$ cat src/rtl/regfile_wb_scheduler.sv
// Writeback arbiter and register scoreboard in front of the RegisterFile write port.
// Optional macro WB_BYPASS_EN: a register being written this cycle does not stall issue.
module regfile_wb_scheduler #(
  parameter int DATA_W = 64
) (
  input  logic              Clk,
  input  logic              reset,
  input  logic              iss_valid,
  input  logic              iss_wr,
  input  logic [4:0]        iss_rd,
  input  logic [4:0]        iss_ra,
  input  logic [4:0]        iss_rb,
  output logic              iss_stall,
  input  logic              alu_valid,
  input  logic [4:0]        alu_rd,
  input  logic [DATA_W-1:0] alu_data,
  output logic              alu_ready,
  input  logic              mem_valid,
  input  logic [4:0]        mem_rd,
  input  logic [DATA_W-1:0] mem_data,
  output logic              mem_ready,
  output logic              RegWr,
  output logic [4:0]        RW,
  output logic [DATA_W-1:0] BusW,
  output logic              sb_err
);

  localparam logic [4:0] ZERO_REG = 5'd31;

  logic [31:0]       r_busy;
  logic              r_rr;
  logic              r_regwr;
  logic [4:0]        r_rw;
  logic [DATA_W-1:0] r_busw;
  logic              r_sb_err;

  logic [31:0]       w_wb_mask;
  logic [31:0]       w_busy_eff;
  logic [31:0]       w_set_mask;
  logic [31:0]       w_busy_nxt;
  logic              w_hazard;
  logic              w_accept;
  logic              w_alu_gnt;
  logic              w_mem_gnt;
  logic              w_gnt;
  logic              w_both;
  logic [4:0]        w_gnt_rd;
  logic [DATA_W-1:0] w_gnt_data;
  logic              w_gnt_wr;
  logic              w_sb_hit;

  // One-hot of the register the RegisterFile is writing this cycle.
  always_comb begin
    w_wb_mask = '0;
    if (r_regwr) w_wb_mask[r_rw] = 1'b1;
  end

`ifdef WB_BYPASS_EN
  assign w_busy_eff = r_busy & ~w_wb_mask;
`else
  assign w_busy_eff = r_busy;
`endif

  assign w_hazard  = w_busy_eff[iss_ra] | w_busy_eff[iss_rb] | (iss_wr & w_busy_eff[iss_rd]);
  assign iss_stall = iss_valid & (reset | w_hazard);
  assign w_accept  = iss_valid & ~iss_stall;

  // r_rr = 1 prefers the ALU on a contested cycle, 0 prefers the load unit.
  assign w_both = alu_valid & mem_valid & ~reset;

  always_comb begin
    w_alu_gnt = 1'b0;
    w_mem_gnt = 1'b0;
    if (!reset) begin
      if (alu_valid && mem_valid) begin
        w_alu_gnt = r_rr;
        w_mem_gnt = ~r_rr;
      end else begin
        w_alu_gnt = alu_valid;
        w_mem_gnt = mem_valid;
      end
    end
  end

  assign alu_ready  = w_alu_gnt;
  assign mem_ready  = w_mem_gnt;
  assign w_gnt      = w_alu_gnt | w_mem_gnt;
  assign w_gnt_rd   = w_alu_gnt ? alu_rd : mem_rd;
  assign w_gnt_data = w_alu_gnt ? alu_data : mem_data;
  assign w_gnt_wr   = w_gnt & (w_gnt_rd != ZERO_REG);
  assign w_sb_hit   = w_gnt_wr & ~r_busy[w_gnt_rd];

  always_comb begin
    w_set_mask = '0;
    if (w_accept && iss_wr && (iss_rd != ZERO_REG)) w_set_mask[iss_rd] = 1'b1;
  end

  // Clear first, then set, so an issue to the register retiring this edge stays busy.
  always_comb begin
    w_busy_nxt     = (r_busy & ~w_wb_mask) | w_set_mask;
    w_busy_nxt[31] = 1'b0;
  end

  always_ff @(posedge Clk) begin
    if (reset) begin
      r_busy   <= '0;
      r_rr     <= 1'b0;
      r_regwr  <= 1'b0;
      r_rw     <= '0;
      r_busw   <= '0;
      r_sb_err <= 1'b0;
    end else begin
      r_busy  <= w_busy_nxt;
      r_regwr <= w_gnt_wr;
      if (w_both) r_rr <= w_mem_gnt;
      if (w_gnt) begin
        r_rw   <= w_gnt_rd;
        r_busw <= w_gnt_data;
      end
      if (w_sb_hit) r_sb_err <= 1'b1;
    end
  end

  assign RegWr  = r_regwr;
  assign RW     = r_rw;
  assign BusW   = r_busw;
  assign sb_err = r_sb_err;

endmodule

$ cat config.mk
export PLATFORM = sky130hd
export DESIGN_NAME = regfile_wb_scheduler
export DESIGN_NICKNAME = d
export VERILOG_FILES = /design/src/rtl/regfile_wb_scheduler.sv
export SDC_FILE = /design/constraint.sdc
export NUM_CORES = 1
export LEC_CHECK = 0
export CAP_MARGIN = 5
export CORE_MARGIN = 2
export CORE_UTILIZATION = 47
export DETAILED_ROUTE_END_ITERATION = 10
export HOLD_SLACK_MARGIN = 0.08
export PLACE_DENSITY = 0.92
export SYNTH_ARGS = -nofsm -noshare
export SYNTH_HDL_FRONTEND = slang
export SYNTH_SLANG_ARGS = --single-unit
$ cat constraint.sdc
create_clock -name Clk -period 6.7 [get_ports Clk]
set_input_delay 0.67 -clock Clk [delete_from_list [all_inputs] [get_ports Clk]]
set_output_delay 0.67 -clock Clk [all_outputs]
set_load 0.01 [all_outputs]
==> impl_results.md, run 1 <==
* Cell area after technology mapping at 0.00566 mm2
* Final global-route overflow total at 0
* Sequential-to-total area share from yosys stat at 0.364
* Avg Vias per Cell at 5.83
* Number of fillers in the final layout at 891
* R2R setup slack at 3690 ps
* Global placer's final weighted congestion at 1.04
* Clock tree from TritonCTS: done
* Cell leakage power at 3.06 nW
* Cell count after synthesis at 673
* Slew HR at 0.280
* Highest metal used: met4
* Die H at 114 um
* Die outline area at 0.0129 mm2
* Number of synthesis warnings at 0
* Standard cell core area at 0.0119 mm2
* First drt pass iteration count at 5
* Async S/R FF share, synth at 0
* Number of levels in the clock H-tree at 3
* Post-DP HPWL at 14.2 mm
* Worst Setup Path Type: in2out
* Met3 routed WL at 2.30 mm
* Routed wire length on met2 at 9.40 mm
* Antenna Cells at 0
* Sum Neg Setup Slack at 0 ps
* Post-CTS setup buffer count at 0
* Layout cells sized above 1 at 0.0783
* Maximum fanout encountered on the critical timing path at 13
* Outcome: finished, final reports clean
* Share of the clock period used by the worst path at 0.632
* Power consumption at 1.54 mW
* Required time reported for the critical path endpoint at 6030 ps
* Post-synthesis net count at 832
* Top-level port count at 233
* Transition at the pin with the smallest max-transition slack at 1060 ps
* Number of setup violations in the final report at 0
* Final worst-path setup slack at 2470 ps
* Latest clock arrival within the worst-skew pair at 350 ps
* Number of antenna violations at the first check in global routing at 0
* Critical path buffers and inverters at 2
* Average cell area after synthesis at 8.41 um2
* Starting utilization of the core area at 0.477
* Max Fclk at 0.236 GHz
* Post-placement worst setup slack at 2490 ps
* Slowest cell delay on critical path at 910 ps
* Number of DRC violations after detailed-routing iteration 0 at 503
* Largest voltage drop on the vdd net at 0.000141 V
* Top flip-flop cell by instance count after synthesis: sky130_fd_sc_hd__dfxtp_1
* Routed len/inst at 19.6 um
* Critical Path, Cell by Cell: clkdlybuf4s50_1, mux2i_1, mux4_2, a22o_2, a221oi_1, nand2_1, a21boi_0, clkdlybuf4s50_1
* Count of port buffers added during placement at 232
* Number of clock sinks at 103
* Standard-cell rows at 40
* Power per unit of standard cell area at 187 mW/mm2
* Flop and latch count out of synthesis at 103
* Length of routed wiring on met1 at 7.36 mm
* Pin count of the biggest net entering global routing at 92
* Critical Path Start Type: input pin
* Type of element capturing the critical path: primary output
* Total routing resource utilization after global routing at 0.304
* Root Buffer: sky130_fd_sc_hd__clkbuf_16
* Arr. time, crit path at 3560 ps
* Total via count in the routed design at 5922
* Wire length of the first global-routing pass at 30.5 mm
* Count of antenna-violating nets left after detailed routing at 0
* CP top delay family: buffers and inverters
* Resized Gates After CTS at 0
* Number of nets in the layout at 1023
* Maximum clock path buffer count at 2
* Path category of the worst min-delay check: reg2reg
* Most numerous cell on the critical path: sky130_fd_sc_hd__clkdlybuf4s50_1
* Clock skew at 12.7 ps
* Layout area overhead at 45.6%
* Total clock buffers created by CTS at 9
* Number of design rule violations left after detail routing at 0
* CTS clk-pin slew, worst paths at 70 ps
* Number of maximum-capacitance constraint violations at 0
* Netlist cell types at 48
* Hold buffers post-CTS at 0
* Number of flops mapped to enable cells by yosys at 0
* Slowest cell on the critical path: sky130_fd_sc_hd__clkdlybuf4s50_1
* Number of global-route vias before repair at 5712
* Unrepaired setup endpoints after global routing: false
* Period minus WS final at 4230 ps
* Fin. Hold Viols at 0
* Number of pins exceeding their max-slew limit in the final report at 0
* Die Wd at 114 um
* Detailed-route wire length at 19.9 mm
* Top library cells by usage in the layout, fill and taps aside: sky130_fd_sc_hd__clkdlybuf4s50_1 (231), sky130_fd_sc_hd__nand2_1 (163), sky130_fd_sc_hd__dfxtp_1 (103), sky130_fd_sc_hd__nor2_1 (84), sky130_fd_sc_hd__a311oi_1 (64)
* Most frequent standard cell in the layout excluding fill and tap cells: sky130_fd_sc_hd__clkdlybuf4s50_1
## flip-flops by register name, summed over array words and instances, names as in the netlist
name / cells
BusW: 64
r_busy: 31
RW: 5
RegWr: 1
r_rr: 1
sb_err: 1
## worst paths after layout
| check | start | cells past startpoint | endpoint |
|---|---|---|---|
| max | iss_rd[0] | 8 | iss_stall |
| min | BusW[12] | 2 | BusW[12] |
| max reg2reg | r_rr | 8 | sb_err |
| min reg2reg | BusW[12] | 2 | BusW[12] |
## cell families after synthesis
kind of cell	share of synthesized area
buffers and inverters	0.0493
XOR/XNOR	0.00155
multiplexers	0.157
flip-flops	0.364
AO/OA/AOI/OAI	0.182
AND/OR/NAND/NOR	0.247
## synth_stat cells (6+ instances only)
master                       n  area share
sky130_fd_sc_hd__nor2_1     85       0.056
sky130_fd_sc_hd__mux2_2     11       0.022
sky130_fd_sc_hd__mux2i_1    20       0.035
sky130_fd_sc_hd__a211oi_1    7      0.0093
sky130_fd_sc_hd__nand2_1   163        0.11
sky130_fd_sc_hd__mux4_1      6       0.028
sky130_fd_sc_hd__o21ai_2     9       0.014
sky130_fd_sc_hd__o21ai_1     6      0.0053
sky130_fd_sc_hd__nand3b_1   21       0.028
sky130_fd_sc_hd__o21ai_0    29       0.026
sky130_fd_sc_hd__nor2b_1    16       0.018
sky130_fd_sc_hd__dfxtp_1   103        0.36
sky130_fd_sc_hd__mux4_2     18       0.072
sky130_fd_sc_hd__clkbuf_1   45       0.030
sky130_fd_sc_hd__a311oi_1   64       0.099
## power by group
part           internal [mW]  switching (mW)
logic                  0.196           0.152
clock network          0.283           0.237
registers              0.647          0.0253
## metal layers
| metal | global-route usage | vias to the layer above |
|---|---|---|
| li1 | - | 2801 |
| met1 | 0.354 | 2746 |
| met2 | 0.497 | 317 |
| met3 | 0.123 | 58 |
| met4 | 0.128 | 0 |
| met5 | 0 | - |
## worst min-delay path: cells and delay by family, from the launching register on
kind | cells | cell delay, ps
and+or+nand+nor | 1 | 90
DFF | 1 | 310
AOI/OAI and AO/OA | 1 | 50
## metrics by stage
step	hold WS [ps]	util	cell area [um2]	std cells
after detailed placement	489	0.671	7960	1000
after floorplan	481	-	5660	673
after CTS	499	0.695	8250	1016
after global placement	484	0.671	7960	1000
after global routing	512	0.695	8250	1016
final	495	0.695	8250	1016
## cell type report
type / instances / area, um2 / share of cell area
Clock buffer: 12 / 267 / 0.0323
Clock inverter: 4 / 26.3 / 0.00319
Inverter: 5 / 18.8 / 0.00228
Multi-Input combinational cell: 508 / 3330 / 0.404
Sequential cell: 103 / 2060 / 0.250
Tap cell: 147 / 184 / 0.0223
Timing Repair Buffer: 237 / 2360 / 0.286
Note: power is estimated with default switching activity, not from simulation.
==> inputs of run 2 (changes only) <==
--- a/config.mk
+++ b/config.mk
@@ -7,10 +7,10 @@
 export LEC_CHECK = 0
 export CAP_MARGIN = 5
 export CORE_MARGIN = 2
-export CORE_UTILIZATION = 47
+export CORE_UTILIZATION = 39
 export DETAILED_ROUTE_END_ITERATION = 10
 export HOLD_SLACK_MARGIN = 0.08
-export PLACE_DENSITY = 0.92
+export PLACE_DENSITY = 0.82
 export SYNTH_ARGS = -nofsm -noshare
 export SYNTH_HDL_FRONTEND = slang
 export SYNTH_SLANG_ARGS = --single-unit
==> constraint.sdc (replaced) <==
create_clock -name Clk -period 3.7 [get_ports Clk]
set_input_delay 0.37 -clock Clk [delete_from_list [all_inputs] [get_ports Clk]]
set_output_delay 0.37 -clock Clk [all_outputs]
set_load 0.01 [all_outputs]
==> run 2 against run 1 <==
Die area is 20% higher. Combinational power is 83% higher. Utilization is 12 points lower. Highest routed layer unchanged. Setup slack worse by 2200 ps. Sequential power is 81% higher. Cell count is 3.9% higher. Wire length is 0.92% lower. Via count is 0.96% lower. Hold slack worse by 16 ps. Clock power is 68% higher. Count of clock-buffer cells in the layout is 3 lower.
==> impl_results.md, run 2 (synthesis gave the netlist of run 1 again) <==
* Post-route cell area at 0.00831 mm2 (+0.80%)
* Combinational group share of total power at 0.233 (+0.007)
* Die H at 125 um (+9.4%)
* Clock tree from TritonCTS: done
* Hold buffers post-CTS at 0 (unchanged)
* Avg Vias per Cell at 5.55 (-4.7%)
* Post-route worst hold slack at 479 ps (-16.2 ps)
* Final standard cell utilization of the core at 0.579 (-0.117)
* Number of antenna violations at the first check in global routing at 0 (unchanged)
* Max Fclk at 0.291 GHz
* Largest voltage drop on the vdd net at 0.000212 V (+51%)
* Unrepaired setup endpoints after global routing: false
* Number of setup violations in the final report at 0 (unchanged)
* Cell leakage power at 3.08 nW (+0.64%)
* Sequential share of power at 0.446 (+0.009)
* Final global-route overflow total at 0 (unchanged)
* Slew HR at 0.514 (+0.234)
* Period minus WS final at 3440 ps
* Top library cells by usage in the layout, fill and taps aside: sky130_fd_sc_hd__clkdlybuf4s50_1 (230), sky130_fd_sc_hd__nand2_1 (163), sky130_fd_sc_hd__dfxtp_1 (103), sky130_fd_sc_hd__nor2_1 (84), sky130_fd_sc_hd__a311oi_1 (64)
* Antenna Cells at 0 (unchanged)
* Sum Neg Setup Slack at 0 ps (unchanged)
* Standard cell core area at 0.0144 mm2 (+21%)
* Transition at the pin with the smallest max-transition slack at 728 ps (-332 ps)
* Post-placement worst setup slack at 48.6 ps (-2440 ps)
* Maximum clock path buffer count at 2 (unchanged)
* First drt pass iteration count at 5 (unchanged)
* Latest clock arrival within the worst-skew pair at 340 ps (about the same)
* CTS clk-pin slew, worst paths at 70 ps (about the same)
* Required time reported for the critical path endpoint at 3330 ps (-2700 ps)
* Switching Power at 0.744 mW (+80%)
* Power consumption at 2.73 mW (+77%)
* Largest register FFs at 64 (unchanged)
* Wire length of the first global-routing pass at 31.2 mm (+2.4%)
* Starting utilization of the core area at 0.394 (-0.0833)
* Arr. time, crit path at 3070 ps (-490 ps)
* Outcome: finished, final reports clean
* Root Buffer: sky130_fd_sc_hd__clkbuf_16
* Post-Place Cell Area at 0.00805 mm2 (+1.2%)
* Final worst-path setup slack at 260 ps (-2210 ps)
* Final std cells w/o fill at 1056 (+3.9%)
* Power per unit of standard cell area at 328 mW/mm2 (+76%)
* Total routing resource utilization after global routing at 0.251 (-0.0522)
* Type of element capturing the critical path: primary output
* Number of clock sinks at 103 (unchanged)
* Clock share of power at 0.321 (-0.017)
* Switching part of the total power at 0.273 (+0.00400)
* Critical Path Start Type: input pin
* Number of global-route vias before repair at 5866 (+2.7%)
* Number of design rule violations left after detail routing at 0 (unchanged)
* Number of nets in the layout at 1028 (+0.49%)
* Number of DRC violations after detailed-routing iteration 0 at 381 (-24%)
* Global placer's final weighted congestion at 0.927 (-11%)
* Detailed-route wire length at 19.7 mm (-0.92%)
* Maximum fanout encountered on the critical timing path at 5 (-8)
* Die Wd at 125 um (+9.4%)
* Pin count of the biggest net entering global routing at 106 (+15%)
* Total via count in the routed design at 5865 (-0.96%)
* Number of maximum-capacitance constraint violations at 0 (unchanged)
* Worst Setup Path Type: in2out
* Share of the clock period used by the worst path at 0.930
* Layout area overhead at 46.8%
* Count of port buffers added during placement at 232 (unchanged)
* Most frequent standard cell in the layout excluding fill and tap cells: sky130_fd_sc_hd__clkdlybuf4s50_1
* Number of levels in the clock H-tree at 3 (unchanged)
* Die outline area at 0.0155 mm2 (+20%)
* Fin. Hold Viols at 0 (unchanged)
* Layout cells sized above 1 at 0.0814 (+0.00317)
* Number of pins exceeding their max-slew limit in the final report at 0 (unchanged)
* Top-level port count at 233 (unchanged)
* Standard-cell rows at 44 (+10%)
* Post-DP HPWL at 14.3 mm (+0.54%)
* Path category of the worst min-delay check: in2reg
* Count of antenna-violating nets left after detailed routing at 0 (unchanged)
* Routed len/inst at 18.7 um (-4.7%)
* Cell count after placement at 1042 (+4.2%)
* Total clock buffers created by CTS at 9 (unchanged)
* Clock skew at 7.10 ps (-5.55 ps)
* Cell-internal power at 1.98 mW (+76%)
[run 2: path summary, 6_finish.rpt]
check                                start        end  slack (ps)  cells past startpoint
worst min register to register    BusW[49]   BusW[49]         490                      2
worst max-delay path             iss_rb[1]  iss_stall         260                      7
worst max register to register  r_busy[23]  r_busy[4]         790                      7
worst min-delay path                 reset       r_rr         480                      2
[run 2: final cells by class]
class	count	area, um2
Fill cell	1239	6050
Multi-Input combinational cell	508	3330
Timing Repair Buffer	242	2410
Sequential cell	103	2060
Tap cell	184	230
Clock buffer	9	225
Clock inverter	5	35.0
Inverter	5	18.8
[run 2: per-layer routing]
layer / vias to the layer above / wire length, um / share of wire / GRT usage
met5: - / 0 / 0 / 0
met1: 2727 / 7310 / 0.37 / 0.288
li1: 2806 / - / - / -
met3: 55 / 2010 / 0.10 / 0.0898
met4: 0 / 670 / 0.034 / 0.0952
met2: 277 / 9710 / 0.49 / 0.429
[run 2: power groups by stage]
stage	registers (mW)	logic [mW]	clock network [mW]
after floorplan	1.26	0.255	0
after global placement	1.24	0.631	0
after detailed placement	1.24	0.634	0
after CTS	1.22	0.638	0.890
after global routing	1.23	0.691	0.933
final	1.22	0.636	0.875
[run 2: worst max-delay path: stages]
cell                              delay, ps
sky130_fd_sc_hd__clkdlybuf4s50_1        570
sky130_fd_sc_hd__mux2_2                 350
sky130_fd_sc_hd__mux4_2                 460
sky130_fd_sc_hd__mux4_2                 490
sky130_fd_sc_hd__a211oi_2               240
sky130_fd_sc_hd__a21boi_0               110
sky130_fd_sc_hd__clkdlybuf4s50_1        480
[run 2: repair_timing]
action	4_1_cts	5_1_grt
setup buffers	0	0
endpoints found under the setup margin	0	1
gates resized for setup	0	1
